### src/rtl/pll_hdmi_pkg.sv
// Shared types, widths and video mode table for the HDMI pixel-clock PLL supervisor.
// The mode table assumes a 27 MHz reference and an 1188 MHz VCO.
package pll_hdmi_pkg;

    typedef enum logic [1:0] {
        ST_RESET,
        ST_WAIT_LOCK,
        ST_LOCKED,
        ST_FAIL
    } state_t;

    localparam int MODE_COUNT = 3;
    localparam int MODE_W = $clog2(MODE_COUNT);
    localparam int TBL_W = 10;

    localparam int REF_FREQ_HZ = 27_000_000;
    localparam int VCO_FREQ_HZ = 1_188_000_000;

    // VCO = REF * RATIOF / RATIOI; pixel clock = VCO / RATIO0
    localparam logic [TBL_W-1:0] MODE_RATIOI [MODE_COUNT] = '{10'd1, 10'd1, 10'd1};
    localparam logic [TBL_W-1:0] MODE_RATIOF [MODE_COUNT] = '{10'd44, 10'd44, 10'd44};
    localparam logic [TBL_W-1:0] MODE_RATIO0 [MODE_COUNT] = '{10'd44, 10'd16, 10'd8};

endpackage

### src/rtl/pll_hdmi_reconfig_lock_sync.sv
// Two-flop synchronizer for the raw PLL lock plus a consecutive-high run counter.
// lock_stable flags the cycle in which lock_s completes LOCK_STABLE high cycles in a row.
module pll_lock_sync #(
    parameter int LOCK_STABLE = 8
) (
    input  logic clk,
    input  logic rst_n,
    input  logic lock_raw,
    input  logic clear,
    output logic lock_s,
    output logic lock_stable
);

    localparam int SW = $clog2(LOCK_STABLE) + 1;
    localparam logic [SW-1:0] RUN_TOP = SW'(LOCK_STABLE - 1);

    logic          meta;
    logic [SW-1:0] run;

    always_ff @(posedge clk) begin
        if (!rst_n) begin
            meta   <= 1'b0;
            lock_s <= 1'b0;
            run    <= '0;
        end else begin
            meta   <= lock_raw;
            lock_s <= meta;
            if (clear || !lock_s) begin
                run <= '0;
            end else if (run != RUN_TOP) begin
                run <= run + SW'(1);
            end
        end
    end

    assign lock_stable = lock_s && (run == RUN_TOP);

endmodule

### src/rtl/pll_hdmi_reconfig.sv
// HDMI pixel PLL supervisor: mode selection, dynamic ratio drive, reset sequencing,
// debounced lock qualification with timeout and bounded retries.
module pll_hdmi_reconfig
    import pll_hdmi_pkg::*;
#(
    parameter int NUM_MODES    = MODE_COUNT,
    parameter int DEFAULT_MODE = 1,
    parameter int RST_CYCLES   = 16,
    parameter int LOCK_STABLE  = 8,
    parameter int LOCK_TIMEOUT = 4096,
    parameter int MAX_RETRY    = 3,
    parameter int DIV_W        = 10
) (
    input  logic              clk,
    input  logic              rst_n,
    input  logic              mode_req_valid,
    input  logic [MODE_W-1:0] mode_req,
    output logic              mode_req_ready,
    input  logic              pll_lock_i,
    output logic              pll_rst_o,
    output logic              pll_rstodiv_o,
    output logic [DIV_W-1:0]  ratio_i_o,
    output logic [DIV_W-1:0]  ratio_f_o,
    output logic [DIV_W-1:0]  ratio0_o,
    output logic [MODE_W-1:0] cur_mode,
    output logic              locked,
    output logic              busy,
    output logic              fail,
    output logic              req_err,
    output logic [1:0]        retry_cnt
);

    localparam int MAX_AB = (RST_CYCLES > LOCK_TIMEOUT) ? RST_CYCLES : LOCK_TIMEOUT;
    localparam int CNT_MAX = (MAX_AB > LOCK_STABLE) ? MAX_AB : LOCK_STABLE;
    localparam int CNT_W = $clog2(CNT_MAX) + 1;

    state_t            state;
    state_t            state_n;
    logic [CNT_W-1:0]  cnt;
    logic [CNT_W-1:0]  cnt_n;
    logic [1:0]        retry;
    logic [1:0]        retry_n;
    logic [1:0]        retry_inc;
    logic [MODE_W-1:0] mode;
    logic [MODE_W-1:0] mode_n;
    logic              load;
    logic              err_n;
    logic              accept;
    logic              in_range;
    logic              sync_clr;
    logic              lock_s;
    logic              lock_stable;

    assign sync_clr = (state != ST_WAIT_LOCK);

    pll_lock_sync #(
        .LOCK_STABLE(LOCK_STABLE)
    ) u_lock_sync (
        .clk        (clk),
        .rst_n      (rst_n),
        .lock_raw   (pll_lock_i),
        .clear      (sync_clr),
        .lock_s     (lock_s),
        .lock_stable(lock_stable)
    );

    assign mode_req_ready = (state == ST_LOCKED) || (state == ST_FAIL);
    assign accept         = mode_req_valid && mode_req_ready;
    assign in_range       = int'(mode_req) < NUM_MODES;
    assign retry_inc      = retry + 2'd1;

    always_comb begin
        state_n = state;
        cnt_n   = (&cnt) ? cnt : cnt + CNT_W'(1);
        retry_n = retry;
        mode_n  = mode;
        load    = 1'b0;
        err_n   = 1'b0;
        unique case (state)
            ST_RESET: begin
                if (cnt == CNT_W'(RST_CYCLES - 1)) begin
                    state_n = ST_WAIT_LOCK;
                    cnt_n   = '0;
                end
            end
            ST_WAIT_LOCK: begin
                if (lock_stable) begin
                    state_n = ST_LOCKED;
                    retry_n = '0;
                end else if (cnt == CNT_W'(LOCK_TIMEOUT - 1)) begin
                    retry_n = retry_inc;
                    cnt_n   = '0;
                    state_n = (retry_inc == 2'(MAX_RETRY)) ? ST_FAIL : ST_RESET;
                end
            end
            ST_LOCKED: begin
                if (!lock_s) begin
                    state_n = ST_RESET;
                    cnt_n   = '0;
                    retry_n = '0;
                end
            end
            ST_FAIL: begin
                state_n = ST_FAIL;
            end
            default: begin
                state_n = ST_RESET;
                cnt_n   = '0;
            end
        endcase
        // An accepted request overrides any lock-loss transition in the same cycle
        if (accept) begin
            if (in_range) begin
                state_n = ST_RESET;
                cnt_n   = '0;
                retry_n = '0;
                mode_n  = mode_req;
                load    = 1'b1;
            end else begin
                err_n = 1'b1;
            end
        end
    end

    always_ff @(posedge clk) begin
        if (!rst_n) begin
            state     <= ST_RESET;
            cnt       <= '0;
            retry     <= '0;
            mode      <= MODE_W'(DEFAULT_MODE);
            req_err   <= 1'b0;
            ratio_i_o <= DIV_W'(MODE_RATIOI[DEFAULT_MODE]);
            ratio_f_o <= DIV_W'(MODE_RATIOF[DEFAULT_MODE]);
            ratio0_o  <= DIV_W'(MODE_RATIO0[DEFAULT_MODE]);
        end else begin
            state   <= state_n;
            cnt     <= cnt_n;
            retry   <= retry_n;
            mode    <= mode_n;
            req_err <= err_n;
            if (load) begin
                ratio_i_o <= DIV_W'(MODE_RATIOI[mode_req]);
                ratio_f_o <= DIV_W'(MODE_RATIOF[mode_req]);
                ratio0_o  <= DIV_W'(MODE_RATIO0[mode_req]);
            end
        end
    end

    assign pll_rst_o     = (state == ST_RESET) || (state == ST_FAIL);
    assign pll_rstodiv_o = pll_rst_o;
    assign cur_mode      = mode;
    assign retry_cnt     = retry;
    assign locked        = (state == ST_LOCKED);
    assign busy          = (state == ST_RESET) || (state == ST_WAIT_LOCK);
    assign fail          = (state == ST_FAIL);

endmodule

### config.mk
export PLATFORM = sky130hd
export DESIGN_NAME = pll_hdmi_reconfig
export DESIGN_NICKNAME = d
export VERILOG_FILES = /design/src/rtl/pll_hdmi_pkg.sv /design/src/rtl/pll_hdmi_reconfig_lock_sync.sv /design/src/rtl/pll_hdmi_reconfig.sv
export SDC_FILE = /design/constraint.sdc
export NUM_CORES = 1
export LEC_CHECK = 0
export CELL_PAD_IN_SITES_DETAIL_PLACEMENT = 0
export CELL_PAD_IN_SITES_GLOBAL_PLACEMENT = 1
export CORE_UTILIZATION = 35
export DETAILED_ROUTE_END_ITERATION = 10
export GPL_ROUTABILITY_DRIVEN = 0
export PLACE_DENSITY = 0.83
export SETUP_SLACK_MARGIN = 0.05
export SYNTH_ARGS = -nofsm -noshare
export SYNTH_HDL_FRONTEND = slang
export SYNTH_SLANG_ARGS = --single-unit
### constraint.sdc
create_clock -name clk -period 1.9 [get_ports clk]
set_input_delay 0.38 -clock clk [delete_from_list [all_inputs] [get_ports clk]]
set_output_delay 0.38 -clock clk [all_outputs]
set_load 0.01 [all_outputs]
# After elaboration in Yosys (flattened, before gate mapping)
# Index checks and enable logic that the tools add are counted.
# word_totals
ff_bits	56
input_bits	6
out_inout_bits	41
# op_classes
n_addsub	3
n_lt_le_gt_ge	2
n_eq_ne	9
n_mux	34
n_bitwise	2
n_reduce_logical	12
# op_table
operator	n
2-to-1 mux 13 bit	7
binary-select mux 10 bit (select 2 bit)	3
2-to-1 mux 10 bit	6
one-hot mux 13 bit (3 select lines)	1
2-to-1 mux 2 bit	12
adder 13 x 1 -> 13 bit (second input constant)	1
equality test 13 x 12 -> 1 bit (second input constant)	1
equality test 13 x 4 -> 1 bit (second input constant)	1
AND reduction 13 bit	1
one-hot mux 2 bit (4 select lines)	1
equality test 2 bit (second input constant)	3
adder 4 x 1 -> 4 bit (second input constant)	1
equality test 4 x 3 -> 1 bit (second input constant)	1
logical OR 1 bit	4
!= test 4 x 3 -> 1 bit (second input constant)	1
one-hot mux 2 bit (2 select lines)	1
AND reduction 2 bit	2
>= comparator 3 bit (second input constant)	1
2-to-1 mux 1 bit	3
inverter 2 -> 3 bit	1
adder 2 x 1 -> 2 bit (second input constant)	1
equality test 2 x 1 -> 1 bit (second input constant)	1
logical AND 1 bit	2
zero test 2 bit	1
other kinds (5)	5

# Depth between registers and ports, before layout
# logic_depth
depth_word	8
mapped_depth	7
ltp_nobuf	6

# Hierarchy
# A second synthesis with hierarchy kept.
# unflattened
hier_cells	198
area_unflattened_um2	1770.4
# by_module_without_submodules
module	instances	cells_per_inst	area_per_inst_um2	seq_area_each_um2
pll_hdmi_reconfig	1	174	1527.7	480.5
pll_lock_sync	1	24	242.7	120.1

# Least setup slack after synthesis
# No wires, ideal clock.
# synth_path
kind	register to register
startpoint	register state[0]
endpoint	register cnt[2]
setup_ns	0.086
t_arrival_ns	1.717
slack_ns	0.098
path_stages_with_launch	8
path_buffers	1
path_cell_list	dfxtp_1 -> inv_1 -> ha_1 -> o21ai_1 -> o21a_1 -> nand3b_1 -> buf_2 -> a211oi_1
# synth_via
elab_chain_len	4
word_cells_on_any_way	9
classes_between	eq/ne (3); mux (3); reduce/logical (3)
# synth_rtl
element	line_no	rtl
start, declared	pll_hdmi_reconfig.sv:37	state_t state;
start signal, assigned	pll_hdmi_reconfig.sv:136	state <= state_n;
equality test 2 bit *	n/a	
named net locked	pll_hdmi_reconfig.sv:26	output logic locked,
one-hot mux 13 bit (3 select lines) / logical OR 1 bit (equally long branches)	pll_hdmi_reconfig.sv:79, pll_hdmi_reconfig.sv:67	
2-to-1 mux 13 bit / logical AND 1 bit (equally long branches)	pll_hdmi_reconfig.sv:113, pll_hdmi_reconfig.sv:68	
2-to-1 mux 13 bit *	pll_hdmi_reconfig.sv:112	if (accept) begin
end signal, assigned	pll_hdmi_reconfig.sv:137	cnt <= cnt_n;
end, declared	pll_hdmi_reconfig.sv:39	logic [CNT_W-1:0] cnt;
# The timed path passes the listed nets; every way through them passes the cells marked *.
# A chain may end at the register's enable or synchronous reset.

# Worst setup path after layout
# layout_path
startpoint	register cnt[1]
endpoint	register retry[1], in the netlist retry_cnt[1]
# layout_via
elab_chain_len	6
# layout_rtl
element	line_no	rtl
equality test 13 x 12 -> 1 bit *	pll_hdmi_reconfig.sv:90	end else if (cnt == CNT_W'(LOCK_TIMEOUT - 1)) begin
2-to-1 mux 2 bit *	pll_hdmi_reconfig.sv:90	
2-to-1 mux 2 bit *	pll_hdmi_reconfig.sv:87	if (lock_stable) begin
one-hot mux 2 bit (2 select lines) *	pll_hdmi_reconfig.sv:79	unique case (state)
2-to-1 mux 2 bit	pll_hdmi_reconfig.sv:113	if (in_range) begin
2-to-1 mux 2 bit *	pll_hdmi_reconfig.sv:112	
end signal, assigned	pll_hdmi_reconfig.sv:138	retry <= retry_n;
end, declared	pll_hdmi_reconfig.sv:41	logic [1:0] retry;
# Mark *: on every way between the ends. The rest lies on a longest branch, timed or not.

==> flow_summary.yaml <==
outcome:
  outcome: "complete, no violations"
logic_synthesis:
  synth.top_cell.area_share: 0.343
  synth_area_leader_cell: "dfxtp_1"
  avgSynthCellArea_um2: 8.63
  synth_cell_types: 45
  ys.flop_type: "dfxtp_1"
  yosys_warnings: 0
  async_flop_share: 0
  ys_seq_area_frac: 0.343
  syn_area_mm2: 0.00175
  synthTopCellsByArea: "dfxtp_1 (34%), buf_4 (12%), ha_1 (5.0%), a21oi_1 (3.7%), nor2_1 (3.6%)"
  ys_seq_elements: 30
  synthesis.instances: 203
  synth-edff-count: 0
global_route:
  grt_usage: 0.142
  grt_pass1_vias: 1401
  grt_max_degree: 13
  grt_overflow: 0
  grt_pass1_wl_um: 5980
  antenna_found_initial: 0
sta:
  rsz0062_at_grt: "no"
  hold_viol: 0
  clock.fmax_ghz: 0.572
  fin_crit_ns: 1.75
  setup_viol: 0
  finClkSkew_ns: 0.00333
  hold-worst-slack_ns: 0.439
  period_share: 0.920
  setup_tns_ns: 0
  slew_violations: 0
  fin_ws_ns: 0.152
hold_path:
  holdPathStages: 1
  hold_end: "u_lock_sync.lock_s"
  hp-class: "reg -> reg"
  holdCritStartpoint: "u_lock_sync.meta"
power_and_ir_drop:
  power_frac_clock: 0.267
  seq_power_share: 0.377
  power.density_mw_per_mm2: 896
  peakVddDrop_mv: 0.463
  power.switching_mw: 0.640
  p_leak_nw: 0.854
  combPwrFrac: 0.356
  p_sw_frac: 0.327
  finalPower_mw: 1.95
  p_int_mw: 1.31
critical_path:
  startpoint_type: "flop"
  r2r_start: "cnt[1]"
  arrival_ns: 1.96
  critPathRequiredTime_ns: 2.11
  r2r_cells: 6
  ff2ff_setup_slack_ns: 0.15
  path_class: "reg -> reg"
  r2r_end: "retry_cnt[1]"
  crit_path_end_kind: "flop"
  crit_fanout: 5
placement:
  placed_cell_area_mm2: 0.00205
  place_ws_ns: 0.0242
  port_buffers: 24
  place_hpwl_um: 2640
  placedCellCount: 299
cells_and_area:
  final_area_mm2: 0.00218
  fin_nets: 254
  layout-drive-gt1-share: 0.194
  fin_cells: 309
  fin_util: 0.459
  syn2layout_area_growth_pct: 24.6
  antenna_cells: 0
routing:
  drt-initial-drc-count: 63
  wl_per_cell_um: 11.3
  drc: 0
  drtAntennaViolNets: 0
  via_per_inst: 4.79
  dr.pass1.iters: 5
  vias: 1481
  wl_um: 3490
floorplanning:
  die_x_um: 72.7
  die_h_um: 72.7
  core_mm2: 0.00475
  num_io_pins: 47
  dieArea_mm2: 0.00529
  initial_core_util: 0.368
  num_rows: 25
clock_network:
  cts.path.max_buffers: 2
  cts_root_buf: "clkbuf_8"
  clkLatencyLatePin_ns: 0.28
  clock-sinks: 30
  cts_inserted_buffers: 5
  cts_tree: "yes"
  cts.clk_slew.worst_paths_ns: 0.06
  cts_max_level: 2
job:
  cap_violations: 0
worst max-delay path, cell delays in order, from the launching register on:
cell,delay [ns]
dfxtp_1,0.37
ha_1,0.29
nand3_4,0.15
nor4_4,0.22
buf_4,0.18
mux2_2,0.33
a21oi_1,0.13
repair_timing:
action,CTS,global route
hold buffers,0,0
setup buffers,1,1
gates resized for setup,15,5
setup endpoints to repair,6,9
pin swaps,0,2
registers in the layout, indices dropped and copies added (netlist names), 2 cells and up:
signal and flops:
ratio0_o 3, cnt 13, retry_cnt 2, u_lock_sync.run 4
cur_mode 2, state 2
logic make-up after synthesis:
logic type | count (synthesis) | synth area share
other | 1 | 0.00214
AO/OA/AOI/OAI | 41 | 0.158
AND/OR/NAND/NOR | 76 | 0.249
multiplexers | 5 | 0.0300
flip-flops | 30 | 0.343
adder cells (fa/ha/maj) | 7 | 0.0500
XOR/XNOR | 5 | 0.0250
buffers and inverters | 38 | 0.143
placed cells by master (no fill, tap or decap), drive strengths merged, types with 2 or more instances in the layout:
cell | Yosys | routed
and2 | 4 | 4
o21ai | 7 | 7
a21oi | 13 | 13
nand4 | 6 | 6
inv | 5 | 5
nand2 | 12 | 12
xor2 | 4 | 4
o21a | 2 | 2
or3 | 2 | 2
nand4b | 2 | 2
clkdlybuf4s50 | 0 | 18
nor3 | 6 | 6
nand3 | 11 | 11
and4 | 2 | 2
a22oi | 3 | 3
dfxtp | 30 | 30
nor2b | 3 | 3
o211ai | 2 | 2
or2 | 3 | 3
buf | 30 | 19
a221oi | 2 | 2
clkbuf | 3 | 9
a211oi | 3 | 3
a31oi | 2 | 2
nand3b | 3 | 3
mux2i | 3 | 3
o2111ai | 2 | 2
ha | 7 | 7
nor4 | 3 | 3
conb | 1 | 22
nor2 | 17 | 17
mux2 | 2 | 2
o221a | 2 | 2
dlygate4sd2 | 0 | 4
final cells by class:
type | instances | area [um^2]
Fill cell | 503 | 2570
Multi-Input combinational cell | 156 | 1010
Sequential cell | 30 | 603
Timing Repair Buffer | 43 | 372
Clock buffer | 7 | 86.3
Tap cell | 67 | 83.8
Inverter | 5 | 18.8
Clock inverter | 1 | 5.00
worst max path at each step:
stage	depth (start not counted)	start	to	slack (ns)
after global routing	6	cnt[1]	retry_cnt[1]	0.06
after floorplan	7	state[0]	cnt[2]	0.1
after CTS	5	cnt[1]	retry_cnt[1]	0.05
final	6	cnt[1]	retry_cnt[1]	0.15
after global placement	4	state[0]	mode_req_ready	0.05
after detailed placement	6	mode_req[1]	cnt[3]	0.02
metal layers:
| metal | part of all wire | GRT usage | routed length [um] |
|---|---|---|---|
| met3 | 0.038 | 0.0345 | 133 |
| met2 | 0.48 | 0.239 | 1680 |
| met1 | 0.47 | 0.175 | 1630 |
| met4 | 0.011 | 0.0545 | 40 |
| met5 | 0 | 0 | 0 |
power groups by stage:
stage               clock [mW]  combinational [mW]  sequential, mW
global route             0.561               0.773           0.743
CTS                      0.539               0.697           0.734
global placement             0               0.687           0.739
floorplan                    0               0.434           0.740
detailed placement           0               0.689           0.742
finish                   0.522               0.696           0.736
synth_stat cells, types with 2 or more instances:
cell / n
xor2_1: 4
inv_1: 5
nand2_1: 12
buf_2: 2
nand3b_1: 3
nor3_1: 6
a22oi_1: 3
o221a_2: 2
buf_4: 28
mux2_2: 2
nand4b_1: 2
a31oi_1: 2
a221oi_1: 2
nor2b_1: 3
or2_2: 3
clkbuf_1: 3
nand4_1: 5
o2111ai_1: 2
and2_1: 4
o21ai_0: 5
mux2i_1: 3
o211ai_1: 2
a211oi_1: 3
a21oi_1: 13
dfxtp_1: 30
or3_1: 2
and4_1: 2
ha_1: 7
o21a_1: 2
nor2_1: 17
nand3_1: 10
No activity file was read; power rests on OpenSTA's default activity.
